==> src/rtl/rf_ctrl_pkg.sv <==
// Shared widths and the long-latency write-queue entry type for the
// register-file write-port control logic.
package rf_ctrl_pkg;

  localparam int REG_W  = 5;
  localparam int DATA_W = 32;

  typedef struct packed {
    logic [REG_W-1:0]  rd;
    logic [DATA_W-1:0] data;
  } wq_entry_t;

endpackage

==> src/rtl/rf_wq_fifo.sv <==
// Small FIFO of long-latency writeback entries; head is visible
// combinationally so the arbiter can write it in the same cycle it pops.
module rf_wq_fifo
  import rf_ctrl_pkg::*;
#(
  parameter int QDEPTH = 2
) (
  input  logic      clk,
  input  logic      reset,
  input  logic      push_i,
  input  wq_entry_t push_entry_i,
  input  logic      pop_i,
  output logic      full_o,
  output logic      empty_o,
  output wq_entry_t head_o
);

  localparam int PW = (QDEPTH > 1) ? $clog2(QDEPTH) : 1;
  localparam int CW = $clog2(QDEPTH + 1);

  wq_entry_t       mem_q [QDEPTH];
  logic [PW-1:0]   wr_ptr_q, wr_ptr_d;
  logic [PW-1:0]   rd_ptr_q, rd_ptr_d;
  logic [CW-1:0]   count_q, count_d;
  logic            do_push, do_pop;

  assign full_o  = (count_q == CW'(QDEPTH));
  assign empty_o = (count_q == '0);
  assign head_o  = mem_q[rd_ptr_q];

  // A push into a full queue is only legal when the head leaves this cycle.
  assign do_push = push_i && (!full_o || pop_i);
  assign do_pop  = pop_i && !empty_o;

  always_comb begin
    wr_ptr_d = wr_ptr_q;
    rd_ptr_d = rd_ptr_q;
    count_d  = count_q;
    if (do_push) wr_ptr_d = (wr_ptr_q == PW'(QDEPTH - 1)) ? '0 : wr_ptr_q + 1'b1;
    if (do_pop)  rd_ptr_d = (rd_ptr_q == PW'(QDEPTH - 1)) ? '0 : rd_ptr_q + 1'b1;
    case ({do_push, do_pop})
      2'b10:   count_d = count_q + 1'b1;
      2'b01:   count_d = count_q - 1'b1;
      default: count_d = count_q;
    endcase
  end

  always_ff @(posedge clk) begin
    if (do_push) mem_q[wr_ptr_q] <= push_entry_i;
  end

  always_ff @(posedge clk or posedge reset) begin
    if (reset) begin
      wr_ptr_q <= '0;
      rd_ptr_q <= '0;
      count_q  <= '0;
    end else begin
      wr_ptr_q <= wr_ptr_d;
      rd_ptr_q <= rd_ptr_d;
      count_q  <= count_d;
    end
  end

endmodule

==> src/rtl/rf_wb_arbiter.sv <==
// Shares the register-file write port between the WB stage and queued
// long-latency results, and tracks registers with outstanding LU writes.
module rf_wb_arbiter
  import rf_ctrl_pkg::*;
#(
  parameter int REG_W      = rf_ctrl_pkg::REG_W,
  parameter int DATA_W     = rf_ctrl_pkg::DATA_W,
  parameter int QDEPTH     = 2,
  parameter int STARVE_MAX = 4
) (
  input  logic              clk,
  input  logic              reset,
  input  logic              wb_valid,
  input  logic [REG_W-1:0]  wb_rd,
  input  logic [DATA_W-1:0] wb_data,
  output logic              wb_stall,
  input  logic              lu_valid,
  output logic              lu_ready,
  input  logic [REG_W-1:0]  lu_rd,
  input  logic [DATA_W-1:0] lu_data,
  input  logic              issue_valid,
  input  logic [REG_W-1:0]  issue_rd,
  output logic [31:0]       busy,
  output logic              wb_conflict,
  output logic              rf_we,
  output logic [REG_W-1:0]  rf_waddr,
  output logic [DATA_W-1:0] rf_wdata
);

  localparam int SW = $clog2(STARVE_MAX + 1);

  wq_entry_t     push_entry, head;
  logic          q_full, q_empty, q_push, q_pop;
  logic          grant_wb;
  logic [SW-1:0] starve_q, starve_d;
  logic [31:0]   busy_q, busy_d;

  // LU handshake: a result transfers on lu_valid && lu_ready at the posedge;
  // lu_ready is the pre-pop !full, so a full queue never accepts a result.
  assign lu_ready = !q_full;
  assign q_push   = lu_valid && lu_ready;

  assign push_entry.rd   = lu_rd;
  assign push_entry.data = lu_data;

  rf_wq_fifo #(.QDEPTH(QDEPTH)) u_wq (
    .clk          (clk),
    .reset        (reset),
    .push_i       (q_push),
    .push_entry_i (push_entry),
    .pop_i        (q_pop),
    .full_o       (q_full),
    .empty_o      (q_empty),
    .head_o       (head)
  );

  assign wb_stall = (starve_q == SW'(STARVE_MAX)) && !q_empty;

  // A forced drain beats WB; otherwise WB beats an opportunistic drain.
  assign grant_wb = !reset && !wb_stall && wb_valid;
  assign q_pop    = !reset && !q_empty && (wb_stall || !wb_valid);

  always_comb begin
    rf_we    = 1'b0;
    rf_waddr = '0;
    rf_wdata = '0;
    if (grant_wb && (wb_rd != '0)) begin
      rf_we    = 1'b1;
      rf_waddr = wb_rd;
      rf_wdata = wb_data;
    end else if (q_pop && (head.rd != '0)) begin
      rf_we    = 1'b1;
      rf_waddr = head.rd;
      rf_wdata = head.data;
    end
  end

  assign wb_conflict = grant_wb && (wb_rd != '0) && busy_q[wb_rd];

  always_comb begin
    starve_d = starve_q;
    if (q_empty || q_pop)
      starve_d = '0;
    else if (grant_wb && (starve_q != SW'(STARVE_MAX)))
      starve_d = starve_q + 1'b1;
  end

  // Clear first so a same-cycle issue to the popped register stays busy.
  always_comb begin
    busy_d = busy_q;
    if (q_pop && (head.rd != '0))
      busy_d[head.rd] = 1'b0;
    if (issue_valid && (issue_rd != '0))
      busy_d[issue_rd] = 1'b1;
    busy_d[0] = 1'b0;
  end

  assign busy = busy_q;

  always_ff @(posedge clk or posedge reset) begin
    if (reset) begin
      starve_q <= '0;
      busy_q   <= '0;
    end else begin
      starve_q <= starve_d;
      busy_q   <= busy_d;
    end
  end

endmodule

==> config.mk <==
export PLATFORM = sky130hd
export DESIGN_NAME = rf_wb_arbiter
export DESIGN_NICKNAME = d
export VERILOG_FILES = /design/src/rtl/rf_ctrl_pkg.sv /design/src/rtl/rf_wq_fifo.sv /design/src/rtl/rf_wb_arbiter.sv
export SDC_FILE = /design/constraint.sdc
export NUM_CORES = 1
export LEC_CHECK = 0
export ABC_AREA = 1
export CORE_MARGIN = 1
export CORE_UTILIZATION = 25
export CTS_BUF_LIST = sky130_fd_sc_hd__clkbuf_2 sky130_fd_sc_hd__clkbuf_4 sky130_fd_sc_hd__clkbuf_8
export CTS_CLUSTER_SIZE = 25
export DETAILED_ROUTE_END_ITERATION = 10
export SLEW_MARGIN = 20
export SYNTH_ARGS = -nofsm -noshare
export SYNTH_HDL_FRONTEND = slang
export SYNTH_SLANG_ARGS = --single-unit
==> constraint.sdc <==
create_clock -name clk -period 5.05 [get_ports clk]
set_input_delay 1.515 -clock clk [delete_from_list [all_inputs] [get_ports clk]]
set_output_delay 1.515 -clock clk [all_outputs]
set_load 0.1 [all_outputs]
### After elaboration in Yosys (flattened, before gate mapping)

Memories as Yosys holds them, arrays and structs flattened.
Cells that the tools add are included.
W data, S select, Z words.

* logic and storage cells: 74
* memory bits (writable): 74
* memories: 1
* register bits: 38
* input port bits: 84
* output and inout port bits: 73

Memory list
* u_wq.mem_q: depth 2, bits a word 37, rd ports 1, clocked after memory_dff 0, write ports 1, line rf_wq_fifo.sv:21 `wq_entry_t mem_q [QDEPTH];`

* order comparisons: 5
* reductions and logical operators: 29
* equal/unequal tests: 5
* mux-type cells: 21
* bitwise gates (word level): 3
* $add $sub $neg: 5

Operator list (count)
* $mux W32: 4
* $and A32 B32 Y32: 1
* $not A32 Y32: 1
* $or A32 B32 Y32: 1
* $lt A5 B6 Y1 const B: 3
* $logic_and A1 B1 Y1: 15
* $reduce_bool A5 Y1: 3
* $demux W1 S5: 2
* $ge A5 B1 Y1 const B: 2
* $mux W5: 2
* $mux W1: 9
* $mux W3: 2
* $bmux W1 S5: 1
* $logic_not A1 Y1: 5
* $eq A2 B2 Y1 const B: 2
* $pmux W2 S2: 1
* $reduce_bool A2 Y1: 2
* $add A3 B1 Y3 const B: 1
* $eq A3 B3 Y1 const B: 1
* $logic_or A1 B1 Y1: 3
* $ne A3 B3 Y1 const B: 1
* $add A1 B1 Y1 const B: 2
* $add A2 B1 Y2 const B: 1
* $eq A2 B1 Y1 const B: 1
* other kinds (2): 2

### Depth between registers and ports, before layout

An unclocked memory read counts as a cell.

* depth after elaboration: 10
* depth in mapped cells: 11
* gate-level depth less buffers: 10

### Cells and area by module

From an unflattened synthesis, not the netlist that was laid out.

* cell total of the unflattened synthesis: 622
* area total of the unflattened synthesis: 5527.8 sq um

Modules (own cells, without submodules)
* rf_wq_fifo: seq. area each 2322.2 sq um, cells each 226, instances 1, area an instance 2939.1 sq um
* rf_wb_arbiter: seq. area each 850.8 sq um, cells each 396, instances 1, area an instance 2588.7 sq um

### Least setup slack after synthesis

Ideal clock, no wire load.

* kind: input -> output
* start point: in reset
* end point: out rf_wdata[25]
* buffers on the path: 0
* slack: -1.540 ns
* data arrival time: 5.075 ns
* data required time: 3.535 ns
* stages: 5
* path through: inv_1 -> nand2_1 -> a21oi_4 -> nand2_4 -> o21ai_0

* longest elaborated chain between the ends: 6
* elaborated cells on any way between the ends: 9
* classes of those cells: mux: 2; reduce/logical: 7

Ends and longest elaborated chain
* start: declaration: line rf_wb_arbiter.sv:12 `input logic reset,`
* $logic_not A1 Y1 (no source line) (*)
* $logic_and A1 B1 Y1 (2 in series): line rf_wb_arbiter.sv:61 `assign q_pop = !reset && !q_empty && (wb_stall || !wb_valid);`
* $logic_and A1 B1 Y1: line rf_wb_arbiter.sv:71 `end else if (q_pop && (head.rd != '0)) begin`
* $mux W32: line rf_wb_arbiter.sv:71
* $mux W32 (*): line rf_wb_arbiter.sv:67 `if (grant_wb && (wb_rd != '0)) begin`
* end: declaration: line rf_wb_arbiter.sv:27 `output logic [DATA_W-1:0] rf_wdata`

Mark *: on every way between the ends. The rest lies on a longest branch, timed or not.

### Worst setup path after layout

* start point: in reset
* end point: out rf_wdata[26]

Same word-level chain as after synthesis.

==> implementation parameters <==
Parameter                              Value

Yosys
  Most frequently used flop master after synthesis ... sky130_fd_sc_hd__edfxtp_1
  Library cell with the largest summed area after synthesis ... sky130_fd_sc_hd__edfxtp_1
  Commonest cells post-synth ... sky130_fd_sc_hd__nand2_1 (159), sky130_fd_sc_hd__nand3_1 (96), sky130_fd_sc_hd__edfxtp_1 (74)
  Area contributors post-synth ... sky130_fd_sc_hd__edfxtp_1 (41%), sky130_fd_sc_hd__dfrtp_1 (17%), sky130_fd_sc_hd__nand2_1 (11%)
  Post-Synthesis Net Count ... 660
  Netlist cell types ... 28
  Adder-cell share of the synthesized area ... 0.689%
  Fraction of post-synthesis cell area in the top cell type by area ... 40.8%
  Main combinational cell family by area after synthesis ... simple AND/OR/NAND/NOR gates
  Compound-Gate Fraction of Synth Area ... 5.84%
  Seq/Total Area, Yosys ... 58.3%
  Most repeated cell in the gate-level netlist after synthesis ... sky130_fd_sc_hd__nand2_1
  Yosys warning total ... 0
  Flops & latches, synth ... 112
  Mux share of post-synthesis cell area ... 5.88%
  Number of instances in the synthesized netlist ... 573
  Netlist area before placement ... 0.00544 mm²
  Xor and xnor fraction of the mapped netlist area ... 0.483%
  Post-Synth Simple-Gate Area ... 23.6%
  Share of synthesized flip-flops with an asynchronous set or reset ... 33.9%
  Synthesized area divided by synthesized cell count ... 9.50 µm²
  Number of synthesized flops with an enable pin ... 74

STA
  Total setup violations reported at the end of the flow ... 0
  Hold violation total from the final report ... 0
  Final count of pins violating max slew ... 0
  Ratio of final minimum period to clock period ... 93.7%
  Final Skew ... 10.4 ps
  Transition time at the pin with the least slew margin ... 988 ps
  Setup TNS after final layout ... 0 ps
  Worst max-slew margin expressed relative to the limit ... 33.9%
  Unrepaired setup endpoints after global routing ... false
  Shortest clock period the worst path allows after layout ... 4730 ps
  Timing-limited maximum frequency ... 0.211 GHz
  Hold Worst Slack ... 519 ps

GRT
  Via count of the first global-routing pass ... 4525
  Largest net degree at the start of global routing ... 39
  GRT Overall Usage ... 15.1%
  Wire length of the first global-routing pass ... 25.2 mm
  Total congestion overflow after global routing ... 0
  Initial antenna violation count ... 1

Worst setup path
  Critical path class ... in -> out
  Type of element launching the critical path ... input port
  Critical path's most frequent cell ... sky130_fd_sc_hd__buf_12
  Critical path capture point type ... primary output
  Worst reg2reg startpoint ... starve_q[0]$_DFFE_PP0P_
  Worst EP arrival ... 3220 ps
  Peak per-stage delay on the critical path ... 500 ps
  Startpoint of the most critical setup path ... reset
  Worst-path cell chain ... clkdlybuf4s50_1 > clkinvlp_4 > nand2_1 > a21oi_4 > nand2_4 > buf_12 > o21ai_2 > buf_12
  Critical path's slowest cell ... sky130_fd_sc_hd__clkdlybuf4s50_1
  Data required time at the worst endpoint ... 3540 ps
  CP max FO ... 30

Final layout
  Area delta synth->final ... 48.7%
  Share of final-layout standard cells stronger than drive strength 1 ... 15.9%
  Final layout net count ... 819
  Design Area, Final ... 0.00809 mm²
  Register area ... 0.00317 mm²
  Fill cell count ... 2080
  Area taken by multi-input logic gates ... 0.00216 mm²

Clock network
  Clock slew seen by the registers of the worst setup and hold paths ... 110 ps
  Cells resized by post-CTS repair ... 0
  CTS tree ... built
  Clk Tree Root Cell ... sky130_fd_sc_hd__clkbuf_8
  Max Root-Sink Buffers ... 2
  Latest clock arrival within the worst-skew pair ... 380 ps
  Number of buffers created by CTS ... 9
  Count of buffers added by post-CTS timing repair for setup ... 0
  H-Tree Depth ... 3
  Clk sink count ... 112
  Hold buffer count at cts ... 0

Place
  Final GP Congestion ... 0.924
  HPWL reported at the end of detailed placement ... 12.0 mm
  Count of input and output buffers ... 155
  Post-placement cell area ... 0.00792 mm²

Routing
  Total number of vias ... 4684
  Number of nets with antenna violations after detailed routing ... 0
  Initial DRC count ... 229
  Residual DRC ... 0
  Total Routed Length ... 15.9 mm
  Avg WL per Cell ... 15.7 µm
  First-pass iteration count of the detailed router ... 5
  Post-DR vias/cell ... 4.63

Worst hold path
  Hold Path Origin ... busy[27]$_DFF_PP0_
  Class of the worst hold path ... reg -> reg

Floorplanning
  Height of the die ... 150 µm
  Std-Cell Core Area ... 0.0212 mm²
  Total Die Area ... 0.0224 mm²
  Placement row count ... 53
  Chip width ... 150 µm
  Io pins ... 157
  Initial core utilization ... 25.7%

Power
  IR Drop Worst-Case VDD ... 0.275 mV
  Total power divided by cell area ... 602 mW/mm²
  Leak ... 0.00326 µW

Run status
  Run status ... finished clean

Job
  Number of max-cap violations ... 0
==> worst max-delay path, delay by kind of cell <==
kind | cells | cell delay, ps
buf+inv | 4 | 1040
simple gates | 2 | 210
compound gates | 2 | 430
==> flip-flops by register name (all words and copies together) (netlist names) <==
name,cells
u_wq.rd_ptr_q,1
busy,31
u_wq.count_q,2
u_wq.mem_q,74
starve_q,3
u_wq.wr_ptr_q,1
==> final cells by class <==
type | count | area share, %
diodes | 1 | 0.0309
clock buffers | 9 | 1.53
clock inverters | 6 | 0.649
inverters | 37 | 1.79
multi-input cells | 402 | 26.7
flip-flops and latches | 112 | 39.2
well taps | 275 | 4.25
repair buffers | 170 | 25.8
==> routing by layer <==
metal | up-vias | global-route usage [%] | wire (µm)
met3 | 18 | 4.97 | 1690
met2 | 213 | 22.4 | 6940
li1 | 2278 | - | -
met5 | - | 0 | 10
met1 | 2173 | 20.4 | 7070
met4 | 2 | 5.00 | 207
==> metrics by stage <==
stage / util [%] / cells / setup WS, ps / total power [µW]
after global placement: 37.4 / 996 / 328 / 4400
after global routing: 38.3 / 1011 / 184 / 5130
final: 38.3 / 1012 / 317 / 4880
after CTS: 38.3 / 1011 / 295 / 4930
after detailed placement: 37.4 / 996 / 313 / 4420
after floorplan: - / 573 / 51.7 / 3500
==> kinds of logic after synthesis <==
| logic type | count (synthesis) |
|---|---|
| AO/OA/AOI/OAI | 60 |
| flip-flops | 112 |
| multiplexers | 32 |
| adder cells (fa/ha/maj) | 3 |
| XOR/XNOR | 3 |
| AND/OR/NAND/NOR | 303 |
| other | 1 |
| buffers and inverters | 59 |
==> cells in the final DEF (no fill, tap or decap), types with 9 or more instances in the layout <==
| master | count |
|---|---|
| sky130_fd_sc_hd__buf_12 | 42 |
| sky130_fd_sc_hd__buf_4 | 12 |
| sky130_fd_sc_hd__clkbuf_8 | 9 |
| sky130_fd_sc_hd__clkdlybuf4s50_1 | 116 |
| sky130_fd_sc_hd__dfrtp_1 | 37 |
| sky130_fd_sc_hd__edfxtp_1 | 74 |
| sky130_fd_sc_hd__inv_1 | 34 |
| sky130_fd_sc_hd__mux2i_1 | 32 |
| sky130_fd_sc_hd__nand2_1 | 159 |
| sky130_fd_sc_hd__nand3_1 | 96 |
| sky130_fd_sc_hd__nor2_1 | 33 |
| sky130_fd_sc_hd__o21ai_0 | 15 |
| sky130_fd_sc_hd__o21ai_2 | 32 |
==> final timing paths <==
path                                                     to  slack, ps  depth (start not counted)
worst max-delay path                           rf_wdata[26]        320                          8
worst min-delay path                     busy[27]$_DFF_PP0_        520                          2
worst max register to register  u_wq.count_q[1]$_DFFE_PP0P_       2910                         11
worst min register to register           busy[27]$_DFF_PP0_        520                          2
max in group asynchronous         u_wq.rd_ptr_q$_DFFE_PP0P_       2950                          3
min in group asynchronous           starve_q[0]$_DFFE_PP0P_       1730                          3
==> power breakdown <==
part	internal (µW)	switching, µW	total (µW)	leakage, µW
clock network	185	325	510	0.0000842
registers	1280	171	1450	0.00113
logic	793	2130	2920	0.00204
No activity file was read; power rests on OpenSTA's default activity.
